## src/rtl/clause_index_sequencer.sv

```systemverilog
// -----------------------------------------------------------------------------
// clause_index_sequencer
//
// Purpose:
//   Generates the (class, clause, patch) index stream for the clause datapath
//   and clause_class_compare. For each class, for each clause, every
//   convolution patch is walked. Class and clause stay constant across the
//   patches of one clause, so the downstream comparator sees a run of equal
//   indices and a change at each boundary. One full sweep runs per start.
//   A done pulse is sent to the inference controller at the end.
//
// Ports:
//   clock        in   rising-edge clock
//   reset        in   asynchronous, active-low reset
//   start        in   begin one sweep; only sampled while idle
//   ready        in   downstream accepts the current beat when valid & ready
//   valid        out  class_out/clause_out/patch_out hold a live beat
//   class_out    out  current class index
//   clause_out   out  current clause index
//   patch_out    out  current patch index
//   last_patch   out  live beat is patch NUM_PATCHES-1
//   last_clause  out  last_patch and clause NUM_CLAUSES-1
//   last_class   out  last_clause and class NUM_CLASSES-1 (final beat)
//   busy         out  sweep in progress (RUN or DONE)
//   done         out  one-cycle pulse after the final beat is accepted
//
// All outputs are registered. There is no combinational path from start or
// ready to any output.
// -----------------------------------------------------------------------------
module clause_index_sequencer #(
    parameter int NUM_CLASSES = 10,
    parameter int NUM_CLAUSES = 512,
    parameter int NUM_PATCHES = 361,
    parameter int CLASS_W     = 4,
    parameter int CLAUSE_W    = 9,
    parameter int PATCH_W     = 9
) (
    input  logic                clock,
    input  logic                reset,
    input  logic                start,
    input  logic                ready,
    output logic                valid,
    output logic [CLASS_W-1:0]  class_out,
    output logic [CLAUSE_W-1:0] clause_out,
    output logic [PATCH_W-1:0]  patch_out,
    output logic                last_patch,
    output logic                last_clause,
    output logic                last_class,
    output logic                busy,
    output logic                done
);

    typedef enum logic [1:0] {
        S_IDLE = 2'd0,
        S_RUN  = 2'd1,
        S_DONE = 2'd2
    } state_t;

    // Terminal counts. They are compared against the full index width, so an
    // index can never step past its terminal value into an unused code.
    localparam logic [CLASS_W-1:0]  CLASS_MAX  = CLASS_W'(NUM_CLASSES - 1);
    localparam logic [CLAUSE_W-1:0] CLAUSE_MAX = CLAUSE_W'(NUM_CLAUSES - 1);
    localparam logic [PATCH_W-1:0]  PATCH_MAX  = PATCH_W'(NUM_PATCHES - 1);

    state_t              state_q, state_d;
    logic                valid_d;
    logic                busy_d;
    logic                done_d;
    logic [CLASS_W-1:0]  class_d;
    logic [CLAUSE_W-1:0] clause_d;
    logic [PATCH_W-1:0]  patch_d;
    logic                last_patch_d;
    logic                last_clause_d;
    logic                last_class_d;

    // Next-state and next-output logic.
    always_comb begin
        // NOTE: every signal assigned here gets a default first, so that no
        // path through the case leaves a value unassigned and no latch is
        // inferred.
        state_d  = state_q;
        valid_d  = valid;
        busy_d   = busy;
        done_d   = 1'b0;
        class_d  = class_out;
        clause_d = clause_out;
        patch_d  = patch_out;

        case (state_q)
            S_IDLE: begin
                valid_d  = 1'b0;
                busy_d   = 1'b0;
                class_d  = '0;
                clause_d = '0;
                patch_d  = '0;
                if (start) begin
                    // The first beat (0,0,0) is live on the same edge that
                    // enters RUN.
                    state_d = S_RUN;
                    valid_d = 1'b1;
                    busy_d  = 1'b1;
                end
            end

            S_RUN: begin
                valid_d = 1'b1;
                busy_d  = 1'b1;
                // valid is always high in RUN, so ready alone marks an
                // accepted beat. Without ready, every output holds.
                if (ready) begin
                    if (last_class) begin
                        // Final beat accepted. Indices keep their final
                        // values for the DONE cycle.
                        state_d = S_DONE;
                        valid_d = 1'b0;
                        done_d  = 1'b1;
                    end else if (patch_out == PATCH_MAX) begin
                        patch_d = '0;
                        if (clause_out == CLAUSE_MAX) begin
                            clause_d = '0;
                            class_d  = class_out + CLASS_W'(1);
                        end else begin
                            clause_d = clause_out + CLAUSE_W'(1);
                        end
                    end else begin
                        patch_d = patch_out + PATCH_W'(1);
                    end
                end
            end

            S_DONE: begin
                // One cycle only. start is ignored here.
                state_d  = S_IDLE;
                valid_d  = 1'b0;
                busy_d   = 1'b0;
                class_d  = '0;
                clause_d = '0;
                patch_d  = '0;
            end

            default: begin
                state_d  = S_IDLE;
                valid_d  = 1'b0;
                busy_d   = 1'b0;
                class_d  = '0;
                clause_d = '0;
                patch_d  = '0;
            end
        endcase

        // The last flags are decoded from the next-state indices and are
        // registered with them. Gating with valid_d keeps every flag low
        // whenever no beat is live.
        last_patch_d  = valid_d && (patch_d == PATCH_MAX);
        last_clause_d = last_patch_d && (clause_d == CLAUSE_MAX);
        last_class_d  = last_clause_d && (class_d == CLASS_MAX);
    end

    // State and output registers.
    always_ff @(posedge clock or negedge reset) begin
        if (!reset) begin
            state_q     <= S_IDLE;
            valid       <= 1'b0;
            busy        <= 1'b0;
            done        <= 1'b0;
            class_out   <= '0;
            clause_out  <= '0;
            patch_out   <= '0;
            last_patch  <= 1'b0;
            last_clause <= 1'b0;
            last_class  <= 1'b0;
        end else begin
            // NOTE: non-blocking assignments here make all registers update
            // together from the values they held before the edge.
            state_q     <= state_d;
            valid       <= valid_d;
            busy        <= busy_d;
            done        <= done_d;
            class_out   <= class_d;
            clause_out  <= clause_d;
            patch_out   <= patch_d;
            last_patch  <= last_patch_d;
            last_clause <= last_clause_d;
            last_class  <= last_class_d;
        end
    end

endmodule
```

## config.mk

```make
export PLATFORM = sky130hd
export DESIGN_NAME = clause_index_sequencer
export DESIGN_NICKNAME = d
export VERILOG_FILES = /design/src/rtl/clause_index_sequencer.sv
export SDC_FILE = /design/constraint.sdc
export NUM_CORES = 1
export LEC_CHECK = 0
export CAP_MARGIN = 15
export CORE_MARGIN = 1.5
export CORE_UTILIZATION = 45
export CTS_CLUSTER_DIAMETER = 120
export DETAILED_ROUTE_END_ITERATION = 6
export PLACE_DENSITY = 0.71
export SLEW_MARGIN = 5
export SYNTH_ARGS = -nofsm -noshare
export SYNTH_HDL_FRONTEND = slang
export SYNTH_SLANG_ARGS = --single-unit
export TNS_END_PERCENT = 20
```

## constraint.sdc

```tcl
create_clock -name clock -period 3.1 [get_ports clock]
set_input_delay 0.775 -clock clock [delete_from_list [all_inputs] [get_ports clock]]
set_output_delay 0.775 -clock clock [all_outputs]
set_load 0.005 [all_outputs]
```

==> results.txt, run 1 <==
Area growth syn-to-layout: 27.02%
Clock power share: 0.317
Min-Delay Path Class: reg2reg
Seq pwr share: 0.495
Seq cells post-synth: 30
Comb pwr share: 0.188
Full die area: 4209 µm²
CP startpoint kind: input port
Input/output buffers: 31
Slew @ Worst Pin: 0.5579 ns
Adder-Cell Fraction of Synth Area: 0.03631
Crit path kind: in2reg
Clock transition at the registers of the reported paths: 0.06 ns
# diodes: 0
Crit Path Max Fanout: 7
Combinational family with the most area after synthesis: simple AND/OR/NAND/NOR gates
Net count, final: 233
CTS H-Tree Depth: 2
Pin count of the biggest net entering global routing: 31
Top FF cell, synth: dfrtp_1
Total gr overflow: 0
PwrDens: 458.2 nW/µm²
Post-CTS sizing: 0
Setup-failing EPs final: 0
R2R setup slack: 0.50 ns
CTS tree: built
Switch Pwr: 297.0 µW
Clk Latency, worst-skew pair: 0.28 ns
First-pass iteration count of the detailed router: 4
Io pins: 32
Synth top cells by count: 32 x nor2_1, 30 x dfrtp_1, 14 x nand2_1
Via/cell ratio: 5.527
P_int: 705.7 µW
Setup TNS: 0 ns
Antenna violations before repair: 0
Max IR drop VDD: 307.0 µV
Deepest clock path buffer count: 2
Rel. slew slack: 0.6281
Max cap viols: 0
Hold buffer count at cts: 0
Status: finished clean
Worst Skew: 0.001491 ns
Post-synthesis compound-gate area fraction: 0.1111
Initial Util: 0.4706
Core area: 3661 µm²
Synth Area per Inst: 9.213 µm²
Biggest area consumer among synthesized cells: dfrtp_1
GPL Wtd Cong: 0.9400
Drt initial violations: 47
Die height: 64.88 µm
Critical Path AT: 2.97 ns
Vias in the first global route: 1387
Fmax: 0.3600 GHz
Total routed wirelength: 3.888 mm
Fin. max-slew vios: 0
Sw frac: 0.2962
Final hold viol count: 0
RSZ-0062 raised after global routing: false
Synthesized netlist net count: 196
Die Width: 64.88 µm
Synth top area share: 0.4357
EDFF count, synth: 0
Endpoint type of the worst setup path: flop
Setup bufs post-CTS: 0
Synth async-reset ratio: 1.000
GRT Overall Usage: 0.2009
XOR/XNOR Fraction of Synth Area: 0.06100
Total number of vias: 1509
Cells after Synth: 187
Post-DP HPWL: 2.804 mm
Routed len/inst: 14.24 µm
Clock sink count: 30
Crit path time final: 2.777 ns
Mux cell area share after synthesis: 0.01743
First-pass GRT wire length: 6.451 mm
P_leak: 0.0009353 µW
Synth warnings: 0
Sequential area share after synthesis: 0.4357
CTS Buf Count: 5
Layout Utilization: 0.5977
Routed Antenna Nets: 0
Synth area leaders: dfrtp_1 44%, nor2_1 7.0%, xor2_1 4.6%
Row count: 22
Most frequent cell after synthesis: nor2_1
Fin crit share: 0.8959
Synth Cell Area: 1723 µm²
CP Data Required Time: 3.29 ns
Synth unique cells: 39
DRC Markers: 0
Synth Area in Simple Gates: 0.3057
CTS Root Cell: clkbuf_8
Share of cells above drive strength 1: 0.09778
## power groups by stage
stage | registers (µW) | logic (µW) | clock network, µW
floorplan | 465 | 144 | 0
global placement | 499 | 185 | 0
detailed placement | 502 | 188 | 0
CTS | 495 | 190 | 327
global route | 504 | 208 | 347
finish | 496 | 189 | 317
## flip-flops by register name (all words and copies together), names as in the netlist
signal / count
state_q: 2
done: 1
busy: 1
valid: 1
last_patch: 1
last_clause: 1
last_class: 1
clause_out: 9
patch_out: 9
class_out: 4
## through the flow
stage / instance area (µm²) / power [µW] / hold slack (ns) / worst slack [ns] / cells
after floorplan: 1723 / 608.4 / 0.4625 / 0.7306 / 187
after detailed placement: 2097 / 690.4 / 0.4977 / 0.08662 / 265
final: 2188 / 1003 / 0.5093 / 0.3226 / 273
after CTS: 2188 / 1012 / 0.5088 / 0.3499 / 273
after global placement: 2097 / 684.8 / 0.4856 / 0.1899 / 265
after global routing: 2188 / 1058 / 0.5347 / 0.1554 / 273
## kinds of logic (layout without fill, tap and decap cells)
group	after synthesis	in the layout
buffers and inverters	11	49
multiplexers	3	3
adder cells (fa/ha/maj)	5	5
XOR/XNOR	12	12
flip-flops	30	30
AO/OA/AOI/OAI	32	32
AND/OR/NAND/NOR	94	94
## routing by layer
layer	part of all wire	GRT usage	vias to the layer above
li1	-	-	743
met1	0.47	0.2717	717
met2	0.46	0.3041	41
met3	0.043	0.05556	8
met4	0.019	0.07979	0
met5	0	0	-
## final timing paths
| kind | start | endpoint | cells after the start |
|---|---|---|---|
| max | ready | last_clause | 7 |
| min | state_q[1] | busy | 1 |
| max reg2reg | clause_out[0] | last_clause | 9 |
| min reg2reg | state_q[1] | busy | 1 |
| max in group asynchronous | reset | clause_out[5] | 2 |
| min in group asynchronous | reset | patch_out[3] | 2 |
## final cells by class
| type | count | area (µm²) |
|---|---|---|
| inverter | 4 | 15.01 |
| sequential | 30 | 750.7 |
| clock inverter | 1 | 5.005 |
| clock buffer | 7 | 86.33 |
| timing repair buffer | 37 | 355.3 |
| tap | 48 | 60.06 |
| multi-input combinational | 146 | 915.9 |
| fill | 324 | 1473 |
## cells in the final DEF, fill, tap and decap left out, types with 7 or more instances in the layout
| cell type | n |
|---|---|
| nand2_1 | 14 |
| clkdlybuf4s50_1 | 31 |
| nor2_1 | 32 |
| dfrtp_1 | 30 |
| a21oi_1 | 12 |
| o21ai_0 | 8 |
| nand3_1 | 7 |
| xor2_1 | 9 |
## critical path: stages
cell and delay [ns]:
clkdlybuf4s50_1 0.57, nor2b_1 0.50, nand4_2 0.23, or3_1 0.35
a21oi_1 0.23, nand4_2 0.14, nor3_1 0.17
(Power assumes the default switching activity.)
==> run 2, diff against run 1 <==
--- a/config.mk
+++ b/config.mk
@@ -5,7 +5,7 @@
 export SDC_FILE = /design/constraint.sdc
 export NUM_CORES = 1
 export LEC_CHECK = 0
-export CAP_MARGIN = 15
+export CAP_MARGIN = 20
 export CORE_MARGIN = 1.5
 export CORE_UTILIZATION = 45
 export CTS_CLUSTER_DIAMETER = 120
==> results of run 2 <==
Same layout as run 1: the final DEF is identical, and so are final timing and power.
